[config.mk]
export PLATFORM = sky130hd
export DESIGN_NAME = rgb_fade_sequencer
export DESIGN_NICKNAME = d
export VERILOG_FILES = /design/src/rtl/rgb_fade_sequencer.sv
export SDC_FILE = /design/constraint.sdc
export NUM_CORES = 1
export LEC_CHECK = 0
export ABC_AREA = 1
export ABC_CLOCK_PERIOD_IN_PS = 6600
export CELL_PAD_IN_SITES_DETAIL_PLACEMENT = 1
export CELL_PAD_IN_SITES_GLOBAL_PLACEMENT = 2
export CORE_MARGIN = 5
export CORE_UTILIZATION = 36
export CTS_CLUSTER_SIZE = 24
export DETAILED_ROUTE_END_ITERATION = 6
export GPL_ROUTABILITY_DRIVEN = 0
export PLACE_DENSITY = 0.95
export SETUP_SLACK_MARGIN = 0.1
export SLEW_MARGIN = 20
export SYNTH_ARGS = -nofsm -noshare
export SYNTH_HDL_FRONTEND = slang
export SYNTH_SLANG_ARGS = --single-unit
[constraint.sdc]
create_clock -name CLK_IP -period 6.6 [get_ports CLK_IP]
set_input_delay 0.99 -clock CLK_IP [delete_from_list [all_inputs] [get_ports CLK_IP]]
set_output_delay 0.99 -clock CLK_IP [all_outputs]
set_load 0.02 [all_outputs]
[src/rtl/rgb_fade_sequencer.sv]
// RGB palette fader: walks a 6-colour palette, ramping each PWM duty
// word linearly toward the next colour and holding it for a while.
module rgb_fade_sequencer #(
  parameter int PWM_RESOLUTION_BITS = 8,
  parameter int TICK_DIV            = 12000,
  parameter int HOLD_TICKS          = 256,
  parameter int STEP_SIZE           = 1
) (
  input  logic                           CLK_IP,
  input  logic                           RST_IP,
  input  logic                           enable,
  input  logic                           advance,
  output logic [PWM_RESOLUTION_BITS-1:0] red_val,
  output logic [PWM_RESOLUTION_BITS-1:0] green_val,
  output logic [PWM_RESOLUTION_BITS-1:0] blue_val,
  output logic                           pwm_en,
  output logic [2:0]                     color_idx,
  output logic                           ramping,
  output logic                           wrap
);

  localparam int W  = PWM_RESOLUTION_BITS;
  localparam int PW = $clog2(TICK_DIV);
  localparam int HW = (HOLD_TICKS > 1) ? $clog2(HOLD_TICKS) : 1;

  localparam logic [W-1:0]  LVL      = W'(150);
  localparam logic [W-1:0]  STEP_V   = W'(STEP_SIZE);
  localparam logic [PW-1:0] PRE_LAST = PW'(TICK_DIV - 1);
  localparam logic [HW-1:0] HOLD_LAST = HW'(HOLD_TICKS - 1);

  typedef enum logic [1:0] {
    IDLE,
    RAMP,
    HOLD
  } state_t;

  state_t        state_q, state_d;
  logic [PW-1:0] pre_q, pre_d;
  logic [HW-1:0] hold_q, hold_d;
  logic [W-1:0]  red_d, green_d, blue_d;
  logic [W-1:0]  red_t, green_t, blue_t;
  logic          pwm_d, wrap_d;
  logic [2:0]    idx_d;
  logic          tick, expire;

  // palette as an on-mask {r,g,b}; every lit channel sits at level 150
  function automatic logic [2:0] pal_mask(input logic [2:0] idx);
    unique case (idx)
      3'd0:    pal_mask = 3'b100;
      3'd1:    pal_mask = 3'b110;
      3'd2:    pal_mask = 3'b010;
      3'd3:    pal_mask = 3'b011;
      3'd4:    pal_mask = 3'b001;
      3'd5:    pal_mask = 3'b101;
      default: pal_mask = 3'b000;
    endcase
  endfunction

  // one linear step toward target, snapping when within a step
  function automatic logic [W-1:0] step_to(
    input logic [W-1:0] cur,
    input logic [W-1:0] tgt
  );
    if (cur < tgt) begin
      step_to = ((tgt - cur) <= STEP_V) ? tgt : cur + STEP_V;
    end else begin
      step_to = ((cur - tgt) <= STEP_V) ? tgt : cur - STEP_V;
    end
  endfunction

  assign red_t   = pal_mask(color_idx)[2] ? LVL : '0;
  assign green_t = pal_mask(color_idx)[1] ? LVL : '0;
  assign blue_t  = pal_mask(color_idx)[0] ? LVL : '0;
  assign tick    = (pre_q == PRE_LAST);

  // next-state, prescaler, hold counter and output computation
  always_comb begin
    state_d = state_q;
    pre_d   = pre_q;
    hold_d  = hold_q;
    red_d   = red_val;
    green_d = green_val;
    blue_d  = blue_val;
    pwm_d   = pwm_en;
    idx_d   = color_idx;
    wrap_d  = 1'b0;
    expire  = 1'b0;
    if (!enable) begin
      state_d = IDLE;
      pre_d   = '0;
      hold_d  = '0;
      red_d   = '0;
      green_d = '0;
      blue_d  = '0;
      pwm_d   = 1'b0;
      idx_d   = 3'd0;
    end else begin
      unique case (state_q)
        IDLE: begin
          state_d = RAMP;
          pwm_d   = 1'b1;
          pre_d   = '0;
          hold_d  = '0;
          idx_d   = 3'd0;
        end
        RAMP, HOLD: begin
          pre_d = tick ? '0 : pre_q + PW'(1);
          if (state_q == RAMP && tick) begin
            red_d   = step_to(red_val, red_t);
            green_d = step_to(green_val, green_t);
            blue_d  = step_to(blue_val, blue_t);
            if (red_d == red_t && green_d == green_t
                && blue_d == blue_t) begin
              state_d = HOLD;
              hold_d  = '0;
            end
          end
          if (state_q == HOLD && tick) begin
            if (hold_q == HOLD_LAST) expire = 1'b1;
            else hold_d = hold_q + HW'(1);
          end
          if (advance || expire) begin
            idx_d   = (color_idx == 3'd5) ? 3'd0 : color_idx + 3'd1;
            wrap_d  = (color_idx == 3'd5);
            state_d = RAMP;
            hold_d  = '0;
          end
        end
        default: begin
          state_d = IDLE;
        end
      endcase
    end
  end

  // state and output registers
  always_ff @(posedge CLK_IP or posedge RST_IP) begin
    if (RST_IP) begin
      state_q   <= IDLE;
      pre_q     <= '0;
      hold_q    <= '0;
      red_val   <= '0;
      green_val <= '0;
      blue_val  <= '0;
      pwm_en    <= 1'b0;
      color_idx <= 3'd0;
      ramping   <= 1'b0;
      wrap      <= 1'b0;
    end else begin
      state_q   <= state_d;
      pre_q     <= pre_d;
      hold_q    <= hold_d;
      red_val   <= red_d;
      green_val <= green_d;
      blue_val  <= blue_d;
      pwm_en    <= pwm_d;
      color_idx <= idx_d;
      ramping   <= (state_d == RAMP);
      wrap      <= wrap_d;
    end
  end

endmodule

; Word-level counts from Yosys, hierarchy flattened
; Index checks and enable logic that the tools add are counted.
[totals]
ff_bits = 54
latchBits = 0
ramBits = 0
romBits = 0
in_bits = 4
out_inout_bits = 30
wordCells = 121
memories = 0
[classes]
add_sub_neg = 15
n_mul = 0
div_mod_pow = 0
n_lt_le_gt_ge = 9
eq_ne = 18
n_shift = 0
n_mux = 59
n_bitwise = 0
reduce_logical = 10
[op_table]
columns = op, count
row1 = 2-to-1 mux 8 bit, 36
row2 = "less-or-equal comparator 8 x 1 -> 1 bit, second input constant", 6
row3 = subtractor 8 bit, 6
row4 = "adder 8 x 1 -> 8 bit, second input constant", 4
row5 = 2-to-1 mux 14 bit, 2
row6 = one-hot mux 14 bit (2 select lines), 1
row7 = == test 8 bit, 3
row8 = less-than comparator 8 bit, 3
row9 = "subtractor 8 x 1 -> 8 bit, second input constant", 3
row10 = one-hot mux 3 bit (6 select lines), 1
row11 = one-hot mux 8 bit (2 select lines), 1
row12 = "adder 14 x 1 -> 14 bit, second input constant", 1
row13 = "== test 14 bit, second input constant", 1
row14 = 2-to-1 mux 1 bit, 9
row15 = 2-to-1 mux 3 bit, 3
row16 = "== test 8 bit, second input constant", 1
row17 = 2-to-1 mux 2 bit, 4
row18 = "== test 3 x 2 -> 1 bit, second input constant", 2
row19 = "== test 3 bit, second input constant", 2
row20 = "!= test 2 x 1 -> 1 bit, second input constant", 3
row21 = one-hot mux 3 bit (2 select lines), 1
row22 = "== test 2 x 1 -> 1 bit, second input constant", 2
row23 = logical AND 1 bit, 4
row24 = one-hot mux 2 bit (2 select lines), 1
row25 = 10 further kinds, 11

; Longest topological paths before layout
[depth]
depth_word = 20
mapped_depth = 29
ltp_nobuf = 29

; Least setup slack after synthesis
; OpenSTA, ideal clock, no wires.
[synth_timing]
path_type = reg-to-reg
from = reg color_idx[0]
to = reg ramping
t_arrival_ns = 3.562
t_required_ns = 6.476
slack_ns = 2.914
stages_incl_launch_ff = 27
period_less_slack_ns = 3.686
cell_sequence = dfrtp_1 nand2_1 inv_1 ha_1 nor2_1 inv_1 ha_1 fa_1 nand4_1 nor2_1 nand3_2 inv_2 nand2_2 nand2_1 nand2_1 nand2_1 nand3_1 nor2_1 nor2_1 nor2_2 nand3_2 nand2_1 nand2_1 nand2_1 nand2_1 nand2_1 nor2_1
[synth_via]
elab_chain_cells = 19
elab_cells_between_ends = 54
[synth_lines]
columns = element, line_no
row1 = start: declaration, 17  ; output logic [2:0] color_idx,
row2 = start signal: assignment, 157  ; color_idx <= idx_d;
row3 = == test 3 bit (tied with other cells), 48  ; unique case (idx)
row4 = one-hot mux 3 bit (6 select lines) (*), 48
row5 = 2-to-1 mux 8 bit (on tied branches), "71, 72"
row6 = subtractor 8 bit (on tied branches), "67, 65"
row7 = less-or-equal comparator 8 x 1 -> 1 bit (on tied branches), "67, 65"
row8 = 2-to-1 mux 8 bit (on tied branches), "67, 65"
row9 = 2-to-1 mux 8 bit, 64  ; if (cur < tgt) begin
row10 = 2-to-1 mux 8 bit, 108  ; if (state_q == RAMP && tick) begin
row11 = [... 3 more ...], -
row12 = logical AND 1 bit, 112  ; if (red_d == red_t && green_d == green_t
row13 = logical AND 1 bit (*), 113  ; && blue_d == blue_t) begin
row14 = 2-to-1 mux 2 bit (*), 112
row15 = 2-to-1 mux 2 bit (*), 108
row16 = 2-to-1 mux 2 bit (*), 122  ; if (advance || expire) begin
row17 = one-hot mux 2 bit (2 select lines) (*), 98  ; unique case (state_q)
row18 = 2-to-1 mux 2 bit (*), 88  ; if (!enable) begin
row19 = == test 2 x 1 -> 1 bit (*), 158  ; ramping <= (state_d == RAMP);
row20 = end signal: assignment, 158
row21 = end: declaration, 18  ; output logic ramping,
; Mark *: on every way between the ends. The rest lies on a longest branch, timed or not. The select of a mux whose other input is x is not followed.
; A chain may end at the register's enable or synchronous reset.

; Worst setup path after layout
[layout_timing]
from = reg color_idx[0]
to = reg hold_q[6]
[layout_via]
elab_chain_cells = 20
elab_cells_between_ends = 55
[layout_lines]
columns = element, line_no
row1 = == test 3 bit (tied with other cells), 48
row2 = one-hot mux 3 bit (6 select lines) (*), 48
row3 = 2-to-1 mux 8 bit (on tied branches), "71, 72"
row4 = subtractor 8 bit (on tied branches), "67, 65"
row5 = less-or-equal comparator 8 x 1 -> 1 bit (on tied branches), "67, 65"
row6 = 2-to-1 mux 8 bit (on tied branches), "67, 65"
row7 = 2-to-1 mux 8 bit, 64
row8 = 2-to-1 mux 8 bit, 108
row9 = [... 4 more ...], -
row10 = logical AND 1 bit (*), 113
row11 = 2-to-1 mux 8 bit (*), 112
row12 = 2-to-1 mux 8 bit (*), 108
row13 = 2-to-1 mux 8 bit, 119  ; if (hold_q == HOLD_LAST) expire = 1'b1;
row14 = 2-to-1 mux 8 bit (*), 118  ; if (state_q == HOLD && tick) begin
row15 = 2-to-1 mux 8 bit (*), 122
row16 = one-hot mux 8 bit (2 select lines) (*), 98
row17 = 2-to-1 mux 8 bit (*), 88
row18 = end signal: assignment, 152  ; hold_q <= hold_d;
row19 = end: declaration, 39  ; logic [HW-1:0] hold_q, hold_d;
; Marked as above.

==> impl_metrics.ini <==
[cts]
cts_root_buf = clkbuf_16
cts-hold-fix-buffers = 0
path_clk_slew_ns = 0.07
postCtsSetupRepairBufs = 0
clock_sink_count = 54
cts_buffer_depth = 2
cts-buffers-inserted = 5
cts_tree = built
h-tree-depth = 2
ctsResizeCount = 0
clkLatencyLatePin_ns = 0.31

[timing]
rsz0062_at_grt = false
tns_ns = 0
maxSlewViolCount = 0
clock_skew_ns = 0.006527
tightest_slew_ns = 0.8151
timing.final.crit_share_pct = 66.67
whs_ns = 0.5034
period_needed_ns = 4.400
post-route-worst-setup-slack_ns = 2.200
fmax_ghz = 0.2273
hold_viol = 0
relSlewSlack_pct = 45.60
setup_violations = 0

[worst_setup_path]
critPathCaptureType = register
cp.required_ns = 6.81
crit_arrival_ns = 4.61
cpMostUsedCell = nand2_1
cpLargestDelayFamily = simple AND/OR/NAND/NOR gates
r2r-start = color_idx[0]
start_kind = register
crit_buf_inv = 3
crit_start = color_idx[0]
cp_slowest_cell = nor2_1
worstPathMaxFanout = 9
criticalPathCategory = register to register
crit_path_max_incr_delay_ns = 0.55

[floorplanning]
coreArea_um2 = 13990
initial_utilization_pct = 37.11
die_height_um = 130.1
die_area_um2 = 16920
io_pins = 34
die_x_um = 130.1
rows = 43

[placed_design]
hpwlAfterDp_mm = 13.01
placed_area_um2 = 5697
place_ws_ns = 2.213
io_buffers = 33

[synthesis]
ys_top_cells_by_area = dfrtp_1 26%, nand2_1 17%, ha_1 8.2%, nand3_1 7.4%, inv_1 6.8%
yosysWarnings = 0
syn_area_um2 = 5191
synth_flop_cell = dfrtp_1
synth_nets = 853
syn_area_per_cell_um2 = 6.393
synth_edf_count = 0
ys_ff_latch = 54
postSynthCellCount = 812
synthDistinctLibCells = 49
ys_seq_area_share_pct = 26.03
async_reset_ff_share_pct = 100.0
synth_top_cell_area_share_pct = 26.03
synth_top_cell_by_area = dfrtp_1

[finish]
finalInstanceArea_um2 = 5836
diodes = 0
area_growth_pct = 12.41
drive_gt1_share_pct = 6.413
nNetsFinal = 883

[detailed_routing]
avgViaCountPerCell = 5.284
first_pass_iters = 4
antenna_left = 0
drc = 0
drt-initial-drc-count = 357
vias = 5400
postRouteWirelength_mm = 16.74
post_drt_wl_per_cell_um = 16.38

[global_route]
grt_pass1_vias = 5850
gr-total-overflow = 0
groute.usage.overall_pct = 20.67
grt_pass1_wl_mm = 28.46
grt_antenna_before_repair = 0
grt_max_degree = 55

[hold_path]
hold_start = pwm_en
hold_class = register to register

[power]
static-leakage-power_nw = 2.894
p_per_area_nw_per_um2 = 155.5
finalPower_uw = 907.5
vdd_drop_max_v = 0.0001479

[outcome]
outcome = completed

[run]
max_cap_violations = 0
-- metal layers --
metal	part of all wire, %	GRT usage [%]	vias to the layer above
li1	-	-	2686
met1	46	26.36	2638
met2	50	36.57	57
met3	2.7	2.988	19
met4	1.3	5.379	0
met5	0	0	-
-- sequential cells by signal, summed over array words and instances, names as in the netlist --
| name | cells |
|---|---|
| ramping | 1 |
| green_val | 8 |
| pre_q | 14 |
| hold_q | 8 |
| wrap | 1 |
| color_idx | 3 |
| pwm_en | 1 |
| state_q | 2 |
| blue_val | 8 |
| red_val | 8 |
-- placed cells by master, fill, tap and decap left out, types with 5 or more instances in the layout --
cell type and n:
xnor2_1 6, inv_2 17, nor2_1 90, clkbuf_16 5
nor3_1 15, dfrtp_1 54, nand3_1 77, clkdlybuf4s50_1 33
nand2_1 239, inv_1 93, xor2_1 19, o22ai_1 13
o21ai_1 9, nand2_2 5, ha_1 34, a21oi_1 19
o21ai_0 40, nand4_1 17
-- tightest hold or removal path, delay by kind of cell (launching register included) --
kind             cells  cell delay, ns
and+or+nand+nor      2            0.12
DFF                  1            0.34
-- kinds of logic after synthesis --
kind of cell / synth area share, %
XOR/XNOR: 4.218
buffers and inverters: 9.689
adder cells (fa/ha/maj): 9.352
flip-flops: 26.03
AND/OR/NAND/NOR: 38.71
AO/OA/AOI/OAI: 12.00
-- through the flow --
| stage | util (%) | cells |
|---|---|---|
| global placement | 40.72 | 1015 |
| CTS | 41.72 | 1022 |
| finish | 41.72 | 1022 |
| detailed placement | 40.72 | 1015 |
| floorplan | - | 812 |
| global route | 41.72 | 1022 |
-- worst paths after layout --
path	end	slack, ns	depth (start not counted)
worst max-delay path	hold_q[6]	2.20	26
worst min-delay path	pwm_en	0.50	2
worst max register to register	hold_q[6]	2.20	26
worst min register to register	pwm_en	0.50	2
max in group asynchronous	blue_val[7]	4.91	3
min in group asynchronous	red_val[1]	1.20	3
-- cell type report --
type	count	area, µm²
Clock inverter	2	13.76
Timing Repair Buffer	36	352.8
Inverter	114	430.4
Clock buffer	5	125.1
Sequential cell	54	1351
Tap cell	180	225.2
Fill cell	1902	8153
Multi-Input combinational cell	631	3337
-- power by group --
group / switching [mW] / internal (mW)
registers: 0.00374 / 0.334
clock network: 0.135 / 0.140
logic: 0.204 / 0.0912
total: 0.342 / 0.565
-- cells in the mapped netlist, types with 4 or more instances --
cell	n
clkbuf_1	5
ha_1	34
o21ai_1	9
o211ai_1	4
o21ai_0	40
o22ai_1	13
dfrtp_1	54
nand2_2	5
nor2_1	90
inv_1	94
nand2_1	239
a21oi_1	19
nor3_1	15
xor2_1	19
nand3_1	77
inv_2	16
xnor2_1	6
a21oi_2	4
nand4_1	17
Note: power is estimated with default switching activity, not from simulation.
